### src/rtl/arb_pkg.sv
// Shared constants, state codes and round-robin search helper for bus_arbiter_8.
package arb_pkg;

  localparam int unsigned NREQ  = 8;
  localparam int unsigned SEL_W = 3;
  localparam logic [NREQ-1:0] NO_GNT = 8'hFF;

  localparam logic [1:0] ST_IDLE  = 2'd0;
  localparam logic [1:0] ST_GRANT = 2'd1;
  localparam logic [1:0] ST_TURN  = 2'd2;

  // Returns {found, idx}: first low request bit at or above ptr, wrapping 7->0.
  function automatic logic [SEL_W:0] rr_pick(input logic [NREQ-1:0] req_n,
                                             input logic [SEL_W-1:0] ptr);
    logic [SEL_W:0]   res;
    logic [SEL_W-1:0] idx;
    res = '0;
    // Scan from farthest to nearest so the nearest hit overwrites the rest.
    for (int unsigned k = NREQ; k > 0; k--) begin
      idx = ptr + SEL_W'(k - 1);
      if (!req_n[idx]) res = {1'b1, idx};
    end
    return res;
  endfunction

endpackage

### src/rtl/gnt_decode.sv
// 3-to-8 active-low one-hot decoder; all outputs high when disabled.
module gnt_decode
  import arb_pkg::*;
(
  input  logic [SEL_W-1:0] idx,
  input  logic             en,
  output logic [NREQ-1:0]  gnt_n
);

  always_comb begin
    gnt_n = NO_GNT;
    if (en) gnt_n[idx] = 1'b0;
  end

endmodule

### src/rtl/bus_arbiter_8.sv
// 8-way round-robin bus arbiter with registered active-low grants and turnaround gap.
// Optional grant-length limit enabled by defining ARB_TIMEOUT_EN.
module bus_arbiter_8
  import arb_pkg::*;
#(
  parameter int GAP_CYCLES     = 1,
  parameter int TIMEOUT_CYCLES = 16
) (
  input  logic       clk,
  input  logic       rst_n,
  input  logic [7:0] req_n,
  output logic [7:0] gnt_n,
  output logic [2:0] gnt_sel,
  output logic       busy,
  output logic       timeout
);

  if (GAP_CYCLES < 1 || GAP_CYCLES > 7 || TIMEOUT_CYCLES < 2 || TIMEOUT_CYCLES > 255) begin : g_bad_param
    $error("bus_arbiter_8: GAP_CYCLES or TIMEOUT_CYCLES out of range");
  end

  logic [1:0]       state;
  logic [SEL_W-1:0] ptr;
  logic [2:0]       gap_cnt;
  logic [SEL_W:0]   pick;
  logic             dec_en;
  logic [NREQ-1:0]  dec_gnt_n;
  logic             held;
  logic             to_hit;
  logic             revoke;

  always_comb begin
    pick   = rr_pick(req_n, ptr);
    dec_en = (state == ST_IDLE) && pick[SEL_W];
  end

  gnt_decode u_gnt_decode (
    .idx   (pick[SEL_W-1:0]),
    .en    (dec_en),
    .gnt_n (dec_gnt_n)
  );

  assign held   = ~req_n[gnt_sel];
  assign revoke = (state == ST_GRANT) && (!held || to_hit);

`ifdef ARB_TIMEOUT_EN
  logic [7:0] cnt;

  // cnt holds the number of completed GRANT cycles before the current edge.
  assign to_hit = held && (cnt == 8'(TIMEOUT_CYCLES - 1));

  always_ff @(posedge clk or negedge rst_n) begin
    if (!rst_n) begin
      cnt     <= '0;
      timeout <= 1'b0;
    end else begin
      timeout <= (state == ST_GRANT) && to_hit;
      if (state == ST_GRANT) cnt <= cnt + 8'd1;
      else                   cnt <= '0;
    end
  end
`else
  assign to_hit  = 1'b0;
  assign timeout = 1'b0;
`endif

  always_ff @(posedge clk or negedge rst_n) begin
    if (!rst_n) begin
      state   <= ST_IDLE;
      ptr     <= '0;
      gnt_sel <= '0;
      gnt_n   <= NO_GNT;
      busy    <= 1'b0;
      gap_cnt <= '0;
    end else begin
      case (state)
        ST_IDLE: begin
          if (pick[SEL_W]) begin
            state   <= ST_GRANT;
            gnt_sel <= pick[SEL_W-1:0];
            gnt_n   <= dec_gnt_n;
            busy    <= 1'b1;
          end
        end
        ST_GRANT: begin
          if (revoke) begin
            state   <= ST_TURN;
            gnt_n   <= NO_GNT;
            busy    <= 1'b0;
            ptr     <= gnt_sel + SEL_W'(1);
            gap_cnt <= '0;
          end
        end
        ST_TURN: begin
          if (gap_cnt == 3'(GAP_CYCLES - 1)) state <= ST_IDLE;
          else                               gap_cnt <= gap_cnt + 3'd1;
        end
        default: begin
          state <= ST_IDLE;
          gnt_n <= NO_GNT;
          busy  <= 1'b0;
        end
      endcase
    end
  end

endmodule

### config.mk
export PLATFORM = sky130hd
export DESIGN_NAME = bus_arbiter_8
export DESIGN_NICKNAME = d
export VERILOG_FILES = /design/src/rtl/arb_pkg.sv /design/src/rtl/gnt_decode.sv /design/src/rtl/bus_arbiter_8.sv
export SDC_FILE = /design/constraint.sdc
export NUM_CORES = 1
export LEC_CHECK = 0
export BUFFER_PORTS_ARGS = -buffer_cell sky130_fd_sc_hd__buf_2
export CAP_MARGIN = 20
export CORE_MARGIN = 3
export CORE_UTILIZATION = 50
export DETAILED_ROUTE_END_ITERATION = 10
export PLACE_DENSITY = 0.77
export SLEW_MARGIN = 20
export SYNTH_ARGS = -nofsm -noshare
export SYNTH_HDL_FRONTEND = slang
export SYNTH_SLANG_ARGS = --single-unit
### constraint.sdc
create_clock -name clk -period 3.07 [get_ports clk]
set_input_delay 0.1535 -clock clk [delete_from_list [all_inputs] [get_ports clk]]
set_output_delay 0.1535 -clock clk [all_outputs]
set_load 0.02 [all_outputs]
### Word level (Yosys, flattened, before mapping)

Index checks and enable logic that the tools add are counted.

* flip-flop bits (word level): 20
* output and inout port bits: 13

* multiplexer cells: 42
* bitwise logic cells: 2
* add/sub/neg operators: 9
* magnitude comparators: 11
* equality and inequality tests: 6
* reduce and logical (&&, ||, !) cells: 11

Operators with widths (count)
* 3-bit by 4-bit < comparator with 1-bit output, second input constant: 10
* 4-bit 2-to-1 mux: 8
* 1-bit binary-select mux with 3-bit select: 9
* 8-bit 2-to-1 mux: 3
* 8-bit one-hot mux with 3 select lines: 1
* 3-bit adder, second input constant: 4
* 1-bit 2-to-1 mux: 12
* 3-bit by 1-bit adder with 3-bit output, second input constant: 3
* 3-bit AND reduction: 3
* 2-bit != test, second input constant: 4
* 8-bit NOT: 1
* 3-bit by 2-bit adder with 3-bit output, second input constant: 2
* 2-bit 2-to-1 mux: 3
* 3-bit 2-to-1 mux: 2
* 2-bit one-hot mux with 3 select lines: 1
* 3-bit one-hot mux with 2 select lines: 1
* 2-bit AND reduction: 2
* 1-bit demux with 3-bit select: 1
* 3-bit by 1-bit >= comparator with 1-bit output, second input constant: 1
* 1-bit logical AND: 3
* 3-bit logical NOT: 1
* 1-bit one-hot mux with 3 select lines: 1
* 2-bit by 1-bit equality test with 1-bit output, second input constant: 1
* 2-bit equality test, second input constant: 1
* 3 further kinds: 3

### Logic depth before layout (Yosys ltp)

* depth after elaboration: 19
* depth in mapped cells: 13
* depth with buffers taken out: 9

### Hierarchy

A second synthesis with hierarchy kept.

* cell total of the unflattened synthesis: 176
* area, all modules: 1779.2 um^2

Modules (own cells, without submodules)
* bus_arbiter_8: area an instance 1702.9 um^2, cells an instance 168, times used 1
* gnt_decode: area an instance 76.3 um^2, cells an instance 8, times used 1

### Worst setup path before layout

OpenSTA, ideal clock, no wires.

* kind: register to register
* start point: register ptr[1]
* end point: register gnt_n[1]
* library setup time: 0.080 ns
* stages on the path, launching flop included: 13
* slack: 0.057 ns
* period minus slack after synthesis: 3.013 ns
* data required time: 2.990 ns
* buffers on the path: 4
* arrival: 2.933 ns
* path through: dfrtp_1 -> buf_4 -> buf_4 -> inv_1 -> ha_1 -> buf_2 -> buf_4 -> mux4_2 -> mux2i_1 -> a2111o_1 -> o31ai_4 -> nand2_2 -> o22a_1

* word-level cells in the longest chain between the ends: 19

Ends and longest elaborated chain
* start, declared: line bus_arbiter_8.sv:23 `logic [SEL_W-1:0] ptr;`
* start signal, assigned: line bus_arbiter_8.sv:90 `ptr <= gnt_sel + SEL_W'(1);`
* 3-bit adder: line arb_pkg.sv:20 `idx = ptr + SEL_W'(k - 1);`
* 1-bit binary-select mux with 3-bit select: line arb_pkg.sv:21 `if (!req_n[idx]) res = {1'b1, idx};`
* 1-bit 2-to-1 mux (implied by the code): line arb_pkg.sv:21
* 4-bit 2-to-1 mux (7 in a row): line arb_pkg.sv:21
* 4-bit 2-to-1 mux (*): line arb_pkg.sv:21
* 3-bit by 4-bit < comparator with 1-bit output (implied by the code) / 3-bit by 1-bit >= comparator with 1-bit output (equally long branches): line gnt_decode.sv:12 `if (en) gnt_n[idx] = 1'b0;`
* 1-bit logical AND (implied by the code): line gnt_decode.sv:12
* 1-bit 2-to-1 mux (implied by the code): line gnt_decode.sv:12
* 1-bit demux with 3-bit select
* 8-bit NOT (no source line)
* 8-bit 2-to-1 mux: line gnt_decode.sv:12
* 8-bit 2-to-1 mux: line bus_arbiter_8.sv:78 `if (pick[SEL_W]) begin`
* 8-bit one-hot mux with 3 select lines: line bus_arbiter_8.sv:76 `case (state)`
* end signal, assigned: line bus_arbiter_8.sv:81 `gnt_n <= dec_gnt_n;`
* end, declared: line bus_arbiter_8.sv:12 `output logic [7:0] gnt_n,`

Every way passes the cells marked *; elsewhere a longest branch is shown, timed or not. The select of a mux whose other input is x is not followed.
A chain may end at the register's enable or synchronous reset.

### Worst setup path in the final report

* start point: register ptr[1]
* end point: register gnt_n[0]

Same word-level chain as after synthesis.

==> metrics.txt <==
Synth Instances=226; Combinational Power Share=0.794; die height=74.13 um; pin count of the biggest net entering global routing=29; crit path time final=2.741 ns; initial antenna violation count=0; # diodes=0; drt initial violations=roughly 110; Max Fanout on Critical Path=15; leakage=between 1 and 1.5 nW; Layout Nets=260; clock net sink count=20; most used routing layer=met1; Final Slew Violations=0; worst skew pair latency=0.26 ns; max-cap violations=0; Max stage delay cell, worst path=mux2i_1; drt pass-1 iters=4; Psw=0.001575 W; sequential area share after synthesis=0.2199; die width=74.13 um; WL final=5321 um; Slew HR=0.5928; Clk pwr share=0.061; Least-Margin Pin Slew=0.6108 ns; vias post-DR=about 2000; die area=5495 um^2; CTS clock-pin slew for the worst setup and hold paths=approximately 0.07 ns; Crit. End Element=flop; global-route wire length before repair=between 9000 and 10000 um; Yosys cell types=55; CTS tree=built; GRT Overall Usage=0.2148; CTS Buf Count=3; routability cong.=roughly 1; Net Sw Frac=0.4845; worst-path cell chain=inv_1 > ha_1 > buf_4 > mux4_1 > mux2i_1 > a2111o_1 > o31ai_4 > nand3b_1 > nor2_1 > a21oi_1; met2 global-route usage=0.3209; vias per cell=6.611; layout cell share with drive strength beyond 1=0.3402; Net Count, Synth=241; critical path type=flop to flop; post-DP HPWL=around 3900 um; Worst setup SP type=flop; GR met1 Demand/Resource=0.3213; internal power=0.001676 W; Avg WL per Cell=roughly 18 um; Ports=23; Yosys reg bits=20; required time worst endpoint=~3.3 ns; status=finished clean; Core Box Area=4414 um^2; crit path setup slack, layout=0.3287 ns; TNS Setup=0 ns; final hold violation count=0; root buf cell=clkbuf_8; PortBufs=21; Core Rows=24; htree depth=1; dpl ws=0.3486 ns; Max Root-Sink Buffers=2; Hold Path Class=primary input to async pin; Remaining Overflow, GRT=0; crit share post-route=0.8929; GR Layer Usage met3=0.02027; Yosys warnings=0; drt drc=0; Layout Skew=0.004022 ns; vias in the first global route=approximately 1900; unrepaired setup endpoints after global routing=no; Setup violations, final=0; Post-synth EDFFs=0; PD cells=1278 nW/um^2; post-route ant nets=0; Main synth FF type=dfrtp_1; Worst EP arrival=2.92 ns; syn_area_per_cell=~10 um^2; Syn Std Cell Area=2321 um^2; Highest Clock Rate=approximately 360 MHz; Starting Density=0.5258; synthesis-to-layout area growth=9.596%; slowest stage delay, CP=0.45 ns; sequential share of power=0.144; ys async rst share=1.000; Worst VDD drop=0.5797 mV; post_cts resized=0
==> cells in the final DEF (no fill, tap or decap), types with 8 or more instances in the layout <==
master   synthesis  final
mux2i_1         20     20
buf_2            5     21
mux4_2          26     26
inv_1            9      9
nand2_1         23     23
dfrtp_1         12     12
a21oi_1          9      9
buf_4            7     11
dfstp_2          8      8
nor2_1          22     22
==> synthesized netlist by cell type, types with 3 or more instances <==
master     n  area [um^2]
a21oi_1    9        45.04
buf_2      5        25.02
buf_4      7        52.55
clkbuf_1   7        26.28
dfrtp_1   12        300.3
dfstp_2    8        210.2
ha_1       5        62.56
inv_1      9        33.78
mux2_2     5        56.30
mux2i_1   20        200.2
mux4_2    26        585.6
nand2_1   23        86.33
nand2b_1   3        18.77
nand3_1    3        15.01
nand3b_1   3        22.52
nor2_1    22        82.58
o21ai_0    5        25.02
o221ai_1   4        35.03
o22a_1     5        43.79
o22ai_1    3        18.77
==> worst max-delay path, delay by kind of cell (launching register included) <==
kind / cells / cell delay [ns]
buffers and inverters: 2 / 0.31
and+or+nand+nor: 2 / 0.39
DFF: 1 / 0.39
muxes: 2 / 0.86
AOI/OAI and AO/OA: 3 / 0.43
adders and majority gates: 1 / 0.27
==> sequential cells by signal (all words and copies together), names as in the netlist <==
signal and flops:
state 2, gap_cnt 3, gnt_sel 3, gnt_n 8, ptr 3, busy 1
==> timing repair <==
item                      4_1_cts  5_1_grt
hold buffers                    1        0
buffers inserted                0        0
hold endpoints to repair       12        0
==> logic make-up (layout without fill, tap and decap cells) <==
family	Yosys count	count (layout)	share of synthesized area
flip-flops	20	20	0.2199
other	1	1	0.001616
AND/OR/NAND/NOR	63	63	0.1229
AO/OA/AOI/OAI	51	51	0.1704
multiplexers	52	52	0.3741
adder cells (fa/ha/maj)	5	5	0.02695
buffers and inverters	30	48	0.06577
XOR/XNOR	4	4	0.01833
==> routing by layer <==
metal	vias up	routed length, um
li1	913	-
met1	933	2377
met2	98	2351
met3	13	455
met4	0	138
met5	-	0
==> final cells by class <==
cell class	instances	area (um^2)
repair buffers	34	217.7
inverters	10	37.54
clock buffers	4	55.05
multi-input cells	176	1658
flip-flops and latches	20	510.5
well taps	52	65.06
fillers	380	1871
==> power groups by stage <==
stage / sequential [W] / clock, W / combinational (W)
CTS: 0.000472 / 0.000203 / 0.00256
finish: 0.000469 / 0.000200 / 0.00258
global route: 0.000487 / 0.000216 / 0.00284
global placement: 0.000473 / 0 / 0.00252
floorplan: 0.000480 / 0 / 0.00203
detailed placement: 0.000476 / 0 / 0.00255
==> path summary, 6_finish.rpt <==
check	to	cells after the start	slack, ns	from
min	gnt_sel[2]$_DFFE_PN0N_	2	0.35	rst_n
max in group asynchronous	gnt_n[3]$_DFFE_PN1P_	2	2.39	rst_n
min reg2reg	busy$_DFFE_PN0P_	2	0.50	busy$_DFFE_PN0P_
min in group clk	busy$_DFFE_PN0P_	2	0.50	busy$_DFFE_PN0P_
max	gnt_n[0]$_DFFE_PN1P_	10	0.33	ptr[1]$_DFFE_PN0P_
max reg2reg	gnt_n[0]$_DFFE_PN1P_	10	0.33	ptr[1]$_DFFE_PN0P_
==> metrics by stage <==
stage	std cells	hold WS [ns]	util	area [um^2]	total power (W)
floorplan	226	-0.1421	-	2321	0.002509
global route	296	0.4003	0.5762	2544	0.003538
finish	296	0.3548	0.5762	2544	0.003250
CTS	296	0.3708	0.5762	2544	0.003239
global placement	291	0.1109	0.5615	2479	0.002998
detailed placement	291	0.1191	0.5615	2479	0.003029
Note: power is estimated with default switching activity, not from simulation.
